File: src/rtl/galaga_lib.sv
// Shared constants and types for the Galaga enemy logic.
// Holds the formation size, projectile pool size, scheduler state encoding
// and the seed for the optional fire-period jitter LFSR.
package galaga_lib;

  // Enemy formation size and enemy projectile pool size
  localparam int NM   = 8;
  localparam int NPE  = 4;
  localparam int NM_W = (NM > 1) ? $clog2(NM) : 1;

  // Seed loaded into the jitter LFSR on reset; must be non-zero
  localparam logic [7:0] ESCHED_SEED = 8'hA5;

  typedef enum logic [1:0] {
    ESCHED_COUNT,
    ESCHED_SCAN,
    ESCHED_WAIT_SLOT,
    ESCHED_FIRE
  } esched_state_t;

  // Next ship index with wrap from NM-1 back to 0 (NM need not be a power of 2)
  function automatic logic [NM_W-1:0] shipWrapInc(input logic [NM_W-1:0] i);
    if (i == NM_W'(NM - 1)) begin
      return '0;
    end
    return i + NM_W'(1);
  endfunction

endpackage

File: src/rtl/eship_lfsr.sv
// 8-bit Fibonacci LFSR (taps 8,6,5,4) used to jitter the enemy fire period.
// Seeded non-zero, so it cycles through its 255 non-zero states forever.
module eship_lfsr
  import galaga_lib::*;
(
  input  logic       frame_clk,
  input  logic       Reset,
  output logic [7:0] Lfsr
);

  logic [7:0] lfsr_q, lfsr_d;

  // Shift left and feed the XOR of taps 8,6,5,4 into the low bit
  always_comb begin
    lfsr_d = {lfsr_q[6:0], lfsr_q[7] ^ lfsr_q[5] ^ lfsr_q[4] ^ lfsr_q[3]};
  end

  // Advance one step per frame; reset loads the seed
  always_ff @(posedge frame_clk) begin
    if (Reset) begin
      lfsr_q <= ESCHED_SEED;
    end else begin
      lfsr_q <= lfsr_d;
    end
  end

  assign Lfsr = lfsr_q;

endmodule

File: src/rtl/eship_fire_scheduler.sv
// Enemy fire scheduler: counts frames, then round-robin scans the formation
// for the next live ship after the last one that fired, waits for a free
// projectile slot and emits a one-cycle one-hot fire strobe.
// Optional feature: define ESCHED_LFSR_EN to add LFSR jitter to the period.
module eship_fire_scheduler
  import galaga_lib::*;
#(
  parameter int         FIRE_PERIOD = 60,
  parameter logic [7:0] JITTER_MASK = 8'h1F
) (
  input  logic           frame_clk,
  input  logic           Reset,
  input  logic           GameActive,
  input  logic [NM-1:0]  EShipAlive,
  input  logic [NPE-1:0] EProjOn,
  output logic [NM-1:0]  ESchedFire,
  output logic [9:0]     ESchedCtr,
  output logic           ESchedBusy
);

  esched_state_t   state_q, state_d;
  logic [9:0]      ctr_q, ctr_d;
  logic [NM_W-1:0] ptr_q, ptr_d;
  logic [NM_W-1:0] idx_q, idx_d;
  logic [NM_W-1:0] scnt_q, scnt_d;
  logic [NM_W-1:0] sel_q, sel_d;
  logic [9:0]      period;

`ifdef ESCHED_LFSR_EN
  logic [7:0] lfsr;
  logic [9:0] period_q, period_d;

  eship_lfsr u_lfsr (
    .frame_clk (frame_clk),
    .Reset     (Reset),
    .Lfsr      (lfsr)
  );

  // Pick a fresh jittered period each time a fire attempt finishes
  always_comb begin
    period_d = period_q;
    if (GameActive && (state_q != ESCHED_COUNT) && (state_d == ESCHED_COUNT)) begin
      period_d = 10'(FIRE_PERIOD) + {2'b00, lfsr & JITTER_MASK};
    end
  end

  // Period register, starts at the nominal period
  always_ff @(posedge frame_clk) begin
    if (Reset) begin
      period_q <= 10'(FIRE_PERIOD);
    end else begin
      period_q <= period_d;
    end
  end

  assign period = period_q;
`else
  logic jitterUnused;

  assign period       = 10'(FIRE_PERIOD);
  assign jitterUnused = ^JITTER_MASK;
`endif

  // Next-state logic: count frames, scan for a live ship, wait for a slot, fire
  always_comb begin
    state_d = state_q;
    ctr_d   = ctr_q;
    ptr_d   = ptr_q;
    idx_d   = idx_q;
    scnt_d  = scnt_q;
    sel_d   = sel_q;
    if (!GameActive) begin
      state_d = ESCHED_COUNT;
      ctr_d   = '0;
    end else begin
      case (state_q)
        ESCHED_COUNT: begin
          if (ctr_q == period - 10'd1) begin
            ctr_d   = '0;
            idx_d   = shipWrapInc(ptr_q);
            scnt_d  = '0;
            state_d = ESCHED_SCAN;
          end else begin
            ctr_d = ctr_q + 10'd1;
          end
        end
        ESCHED_SCAN: begin
          ctr_d = '0;
          if (EShipAlive[idx_q]) begin
            sel_d   = idx_q;
            state_d = ESCHED_WAIT_SLOT;
          end else if (scnt_q == NM_W'(NM - 1)) begin
            state_d = ESCHED_COUNT;
          end else begin
            idx_d  = shipWrapInc(idx_q);
            scnt_d = scnt_q + NM_W'(1);
          end
        end
        ESCHED_WAIT_SLOT: begin
          ctr_d = '0;
          if (!EShipAlive[sel_q]) begin
            state_d = ESCHED_COUNT;
            ptr_d   = sel_q;
          end else if (~&EProjOn) begin
            state_d = ESCHED_FIRE;
          end
        end
        ESCHED_FIRE: begin
          ctr_d   = '0;
          ptr_d   = sel_q;
          state_d = ESCHED_COUNT;
        end
        default: begin
          state_d = ESCHED_COUNT;
          ctr_d   = '0;
        end
      endcase
    end
  end

  // Scheduler registers; ptr starts at the last ship so the first scan begins at ship 0
  always_ff @(posedge frame_clk) begin
    if (Reset) begin
      state_q <= ESCHED_COUNT;
      ctr_q   <= '0;
      ptr_q   <= NM_W'(NM - 1);
      idx_q   <= '0;
      scnt_q  <= '0;
      sel_q   <= '0;
    end else begin
      state_q <= state_d;
      ctr_q   <= ctr_d;
      ptr_q   <= ptr_d;
      idx_q   <= idx_d;
      scnt_q  <= scnt_d;
      sel_q   <= sel_d;
    end
  end

  // One-hot strobe only in FIRE and only while the game is running
  always_comb begin
    ESchedFire = '0;
    if ((state_q == ESCHED_FIRE) && GameActive) begin
      ESchedFire = NM'(1) << sel_q;
    end
  end

  assign ESchedCtr  = ctr_q;
  assign ESchedBusy = (state_q != ESCHED_COUNT);

endmodule

File: config.mk
export PLATFORM = sky130hd
export DESIGN_NAME = eship_fire_scheduler
export DESIGN_NICKNAME = d
export VERILOG_FILES = /design/src/rtl/galaga_lib.sv /design/src/rtl/eship_lfsr.sv /design/src/rtl/eship_fire_scheduler.sv
export SDC_FILE = /design/constraint.sdc
export NUM_CORES = 1
export LEC_CHECK = 0
export CAP_MARGIN = 15
export CORE_MARGIN = 2
export CORE_UTILIZATION = 50
export CTS_CLUSTER_SIZE = 20
export DETAILED_ROUTE_END_ITERATION = 12
export GPL_ROUTABILITY_DRIVEN = 0
export HOLD_SLACK_MARGIN = 0.08
export PLACE_DENSITY = 0.78
export SLEW_MARGIN = 30
export SYNTH_ARGS = -nofsm -noshare
export SYNTH_HDL_FRONTEND = slang
export SYNTH_SLANG_ARGS = --single-unit
File: constraint.sdc
create_clock -name frame_clk -period 2.5 [get_ports frame_clk]
set_input_delay 0.375 -clock frame_clk [delete_from_list [all_inputs] [get_ports frame_clk]]
set_output_delay 0.375 -clock frame_clk [all_outputs]
set_load 0.01 [all_outputs]
Word level (Yosys, flattened, before mapping)
Cells that the tools add are included.
{"block": "totals", "reg_bits": 24, "input_bits": 15, "output_inout_bits": 19, "elab_cells": 75}
{"block": "op_classes", "add_sub_neg": 4, "magnitude_cmp": 2, "eq_ne": 13, "shifts": 1, "muxes": 36, "n_bitwise": 1, "n_reduce_logical": 12}
{"operator": "$mux W3", "n": 11}
{"operator": "$pmux W10 S2", "n": 1}
{"operator": "$pmux W3 S2", "n": 3}
{"operator": "$mux W1", "n": 11}
{"operator": "$add A10 B1 Y10 const B", "n": 1}
{"operator": "$eq A10 B6 Y1 const B", "n": 1}
{"operator": "$mux W10", "n": 1}
{"operator": "$mux W2", "n": 5}
{"operator": "$add A3 B1 Y3 const B", "n": 3}
{"operator": "$eq A3 B3 Y1 const B", "n": 3}
{"operator": "$reduce_and A3 Y1", "n": 3}
{"operator": "$lt A3 B4 Y1 const B", "n": 2}
{"operator": "$mux W8", "n": 1}
{"operator": "$ne A2 B2 Y1 const B", "n": 4}
{"operator": "$pmux W2 S4", "n": 1}
{"operator": "$shl A1 B3 Y8 const A", "n": 1}
{"operator": "$bmux W1 S3", "n": 2}
{"operator": "$ne A3 B3 Y1 const B", "n": 2}
{"operator": "$reduce_bool A2 Y1", "n": 3}
{"operator": "$reduce_and A5 Y1", "n": 1}
{"operator": "$eq A2 B2 Y1 const B", "n": 2}
{"operator": "$reduce_and A4 Y1", "n": 1}
{"operator": "$reduce_or A3 Y1", "n": 1}
{"operator": "$eq A2 B1 Y1 const B", "n": 1}
{"operator": "other kinds (4)", "n": 4}

Logic depth before layout (Yosys ltp)
Gate-level depths: netlist (run 1).
{"block": "depth", "depth_word": 10, "mapped_depth": 8, "ltp_nobuf": 7}

Worst setup path after synthesis (run 1)
No wires, ideal clock.
{"block": "synth_path", "path_type": "flip-flop to flip-flop", "start": "register ctr_q[0] (netlist: ESchedCtr[0])", "end": "register idx_q[0]", "setup_time_ns": 0.121, "t_arrival_ns": 2.114, "t_required_ns": 2.379, "path_slack_ns": 0.264, "stages_incl_launch_ff": 7, "n_path_buf": 0, "synth_period_minus_slack_ns": 2.236, "cell_sequence": "dfxtp_1 -> ha_1 -> or4b_4 -> o41ai_4 -> nand2_4 -> a21o_2 -> mux2_4"}
{"block": "synth_between", "elab_chain_cells": 3}
{"item": "start, declared", "line": "eship_fire_scheduler.sv:22", "rtl": "logic [9:0] ctr_q, ctr_d;"}
{"item": "start signal, assigned", "line": "eship_fire_scheduler.sv:132", "rtl": "ctr_q <= ctr_d;"}
{"item": "$eq A10 B6 Y1", "line": "eship_fire_scheduler.sv:78", "rtl": "if (ctr_q == period - 10'd1) begin"}
{"item": "$ne A2 B2 Y1 (no source line)"}
{"item": "$reduce_and A5 Y1 (no source line)"}
{"item": "end signal, assigned", "line": "eship_fire_scheduler.sv:134", "rtl": "idx_q <= idx_d;"}
{"item": "end, declared", "line": "eship_fire_scheduler.sv:24", "rtl": "logic [NM_W-1:0] idx_q, idx_d;"}
No other way between the ends.
A chain may end at the register's enable or synchronous reset.

Final worst setup path (run 1)
{"block": "layout_path", "start": "register state_q[0]", "end": "output ESchedFire[4]"}
{"block": "layout_between", "elab_chain_cells": 3}
{"item": "start, declared", "line": "eship_fire_scheduler.sv:21", "rtl": "esched_state_t state_q, state_d;"}
{"item": "start signal, assigned", "line": "eship_fire_scheduler.sv:131", "rtl": "state_q <= state_d;"}
{"item": "$eq A2 B2 Y1", "line": "eship_fire_scheduler.sv:143", "rtl": "if ((state_q == ESCHED_FIRE) && GameActive) begin"}
{"item": "$logic_and A1 B1 Y1", "line": "eship_fire_scheduler.sv:143"}
{"item": "$mux W8", "line": "eship_fire_scheduler.sv:143"}
{"item": "end, declared", "line": "eship_fire_scheduler.sv:16", "rtl": "output logic [NM-1:0] ESchedFire,"}
No other way between the ends.

==> results by group, run 1 <==
STA
  • Setup violations, final: 0
  • Total Neg Setup Slack: 0 ps
  • Final Cycle Share: 0.906
  • Slew @ Worst Pin: 595 ps
  • Tmin final: 2260 ps
  • Max Clk Rate: around 0.44 GHz
  • Final Skew: 3.28 ps
  • Final Worst Setup Slack: ~240 ps
  • RSZ-0062 raised after global routing: no
  • Slew Viols, Final: 0
  • Relative slew slack: 0.602
  • Hold Fails Final Rpt: 0

Die
  • Die Y: 59.4 µm
  • # IOs: 34
  • Die area: 3530 µm²
  • Placeable core area: 2980 µm²
  • Starting density of the core: 0.516
  • FP Rows: 20
  • Die Span X: 59.4 µm

Global route
  • Gr busiest metal: met2
  • GR Layer Usage met2: 0.366
  • Largest net degree at the start of global routing: 14
  • Gr usage total: 0.203
  • GR met1 Demand/Resource: 0.254
  • First-pass GRT wire length: 5.58 mm
  • GR Overflow Total: 0
  • Initial antenna violation count: 0
  • Vias in the first global route: 1320
  • M3 GR Usage: 0.0262

Pwr
  • Maximum vdd drop: around 180 µV
  • Final Power: 609 µW
  • LEAKAGE: roughly 0.76 nW
  • Cell Pwr Density: 316 nW/µm²

Routing
  • DRC: 0
  • Starting DRC count in detailed routing: 66
  • DRT Pass-1 Iters: 4
  • Via count: ~1400
  • Routed len/inst: roughly 14 µm
  • DRT Wirelength: 3.40 mm
  • Number of vias per cell: 5.68
  • Final ANT Viol Nets: 0

Clock tree
  • H-tree levels: 1
  • Post-CTS Setup Bufs: 0
  • Hold-fix buffers, CTS: 0
  • CTS tree: built
  • CTS clk-pin slew, worst paths: 130 ps
  • Post-CTS sizing: 0
  • Later-pin clock latency in the skew report: 310 ps
  • Number of CTS-inserted buffers: 3
  • Clock root buffer: clkbuf_4
  • CTS Sinks: 24
  • Clk buf depth: 2

Setup path
  • Largest delay share family, worst path: buffers and inverters
  • Slowest-stage cell, CP: clkdlybuf4s50_1
  • CP startpoint kind: register
  • Critical path class: register to primary output
  • Crit-path cells: ha_1 > nand3_1 > nor3_1 > clkdlybuf4s50_1
  • Max incr delay on CP: 570 ps
  • Worst EP arrival: 1890 ps
  • Cell depth of the worst flop-to-flop path: 6
  • WP buf/inv: 1
  • Worst path required time: 2120 ps
  • CP Depth: 4
  • Crit end category: primary output
  • Worst-path fanout max: 4

Synth
  • Syn Inst Count: 174
  • Dominant synthesized flop cell: dfxtp_1
  • Synthesized area per cell: between 8 and 9 µm²
  • Post-synthesis async set-or-reset flop share: 0
  • FF+latch count, synth: 24
  • Netlist cell types: 42
  • Synthesized area: 1540 µm²
  • Syn_nets: 201
  • EDFF count, synth: 0
  • Register area share after synthesis: 0.313
  • Warnings, synthesis: 0

Min path
  • Hold depth: 1
  • Hold Crit Class: register to register

Run status
  • Run status: complete, no violations

Finish
  • Nets: 236
  • Syn-to-layout area delta: 25.6%
  • Layout cells sized above 1: 0.0918
  • Fill cells: about 260
  • ANT cells: 0

Placed design
  • Hpwl dp: 2.70 mm
  • Worst slack, placed: 144 ps
  • Number of I/O port buffers: 33

Run
  • Max-Cap Viols: 0
[registers in the layout (all words and copies together), names as in the netlist]
register / flops
idx_q: 3
state_q: 2
sel_q: 3
scnt_q: 3
ESchedCtr: 10
ptr_q: 3
[layout by cell type, fill, tap and decap left out, types with 4 or more instances in the layout]
cell type and n:
dfxtp_1 24, nand3_1 9, xnor2_1 4, ha_1 12, and3_1 4, a31oi_1 5
a211o_1 5, nor2b_1 6, inv_1 9, clkdlybuf4s50_1 33, nor3_1 5, nor2_1 26
buf_4 4, mux2i_1 6, nand2_1 10, a211oi_1 6, xor2_1 4
[path summary, 6_finish.rpt]
path	from	endpoint	slack, ps
hold reg to reg	ESchedCtr[0]	ESchedCtr[0]	470
hold / removal	ESchedCtr[0]	ESchedCtr[0]	470
setup reg to reg	ESchedCtr[0]	idx_q[0]	270
setup / recovery	state_q[0]	ESchedFire[4]	240
[logic make-up after synthesis]
family                   synth area share
adder cells (fa/ha/maj)            0.0977
multiplexers                       0.0928
AND/OR/NAND/NOR                     0.243
XOR/XNOR                           0.0456
flip-flops                          0.313
AO/OA/AOI/OAI                       0.159
buffers and inverters              0.0497
[power by group]
group,switching [mW],internal [mW]
combinational,0.0201,0.0324
clock,0.115,0.0564
sequential,0.00150,0.384
total,0.136,0.473
[per-stage QoR]
step	util	instances	hold slack, ps	cell area (µm²)
CTS	0.644	240	479	1920
finish	0.648	240	475	1930
global placement	0.637	237	439	1900
global route	0.648	240	529	1930
detailed placement	0.637	237	449	1900
floorplan	-	174	465	1540
[layout make-up]
class	instances	area (µm²)	share of cell area
timing repair buffer	37	360	0.187
clock buffer	3	22.5	0.0117
tap	33	41.3	0.0214
inverter	9	33.8	0.0175
sequential	24	480	0.249
multi-input combinational	134	991	0.514
[cell usage after synthesis (2+ instances only)]
cell | count | share of area
a211o_1 | 5 | 0.029
a211oi_1 | 6 | 0.029
a31oi_1 | 5 | 0.020
and3_1 | 4 | 0.016
buf_6 | 2 | 0.015
clkbuf_1 | 4 | 0.0098
dfxtp_1 | 24 | 0.31
ha_1 | 12 | 0.098
inv_1 | 9 | 0.022
mux2_2 | 2 | 0.015
mux2i_1 | 6 | 0.039
mux4_2 | 2 | 0.029
nand2_1 | 10 | 0.024
nand2b_1 | 3 | 0.012
nand3_1 | 9 | 0.029
nand4_1 | 2 | 0.0081
nor2_1 | 26 | 0.064
nor2b_1 | 6 | 0.024
nor3_1 | 5 | 0.016
o211ai_1 | 3 | 0.015
o21ai_0 | 2 | 0.0065
xnor2_1 | 4 | 0.023
xor2_1 | 4 | 0.023
[per-layer routing]
metal | routed length (µm) | vias up
met2 | 1690 | 31
met3 | 95 | 4
li1 | - | 688
met5 | 0 | -
met1 | 1580 | 641
met4 | 28 | 0
Power figures use the tool's default switching activity.
==> run 2: changes to the inputs <==
- HOLD_SLACK_MARGIN: 0.08 -> not set
- TNS_END_PERCENT: not set -> 20
==> results of run 2 <==
The final DEF is identical to that of run 1; final timing and power are the same.
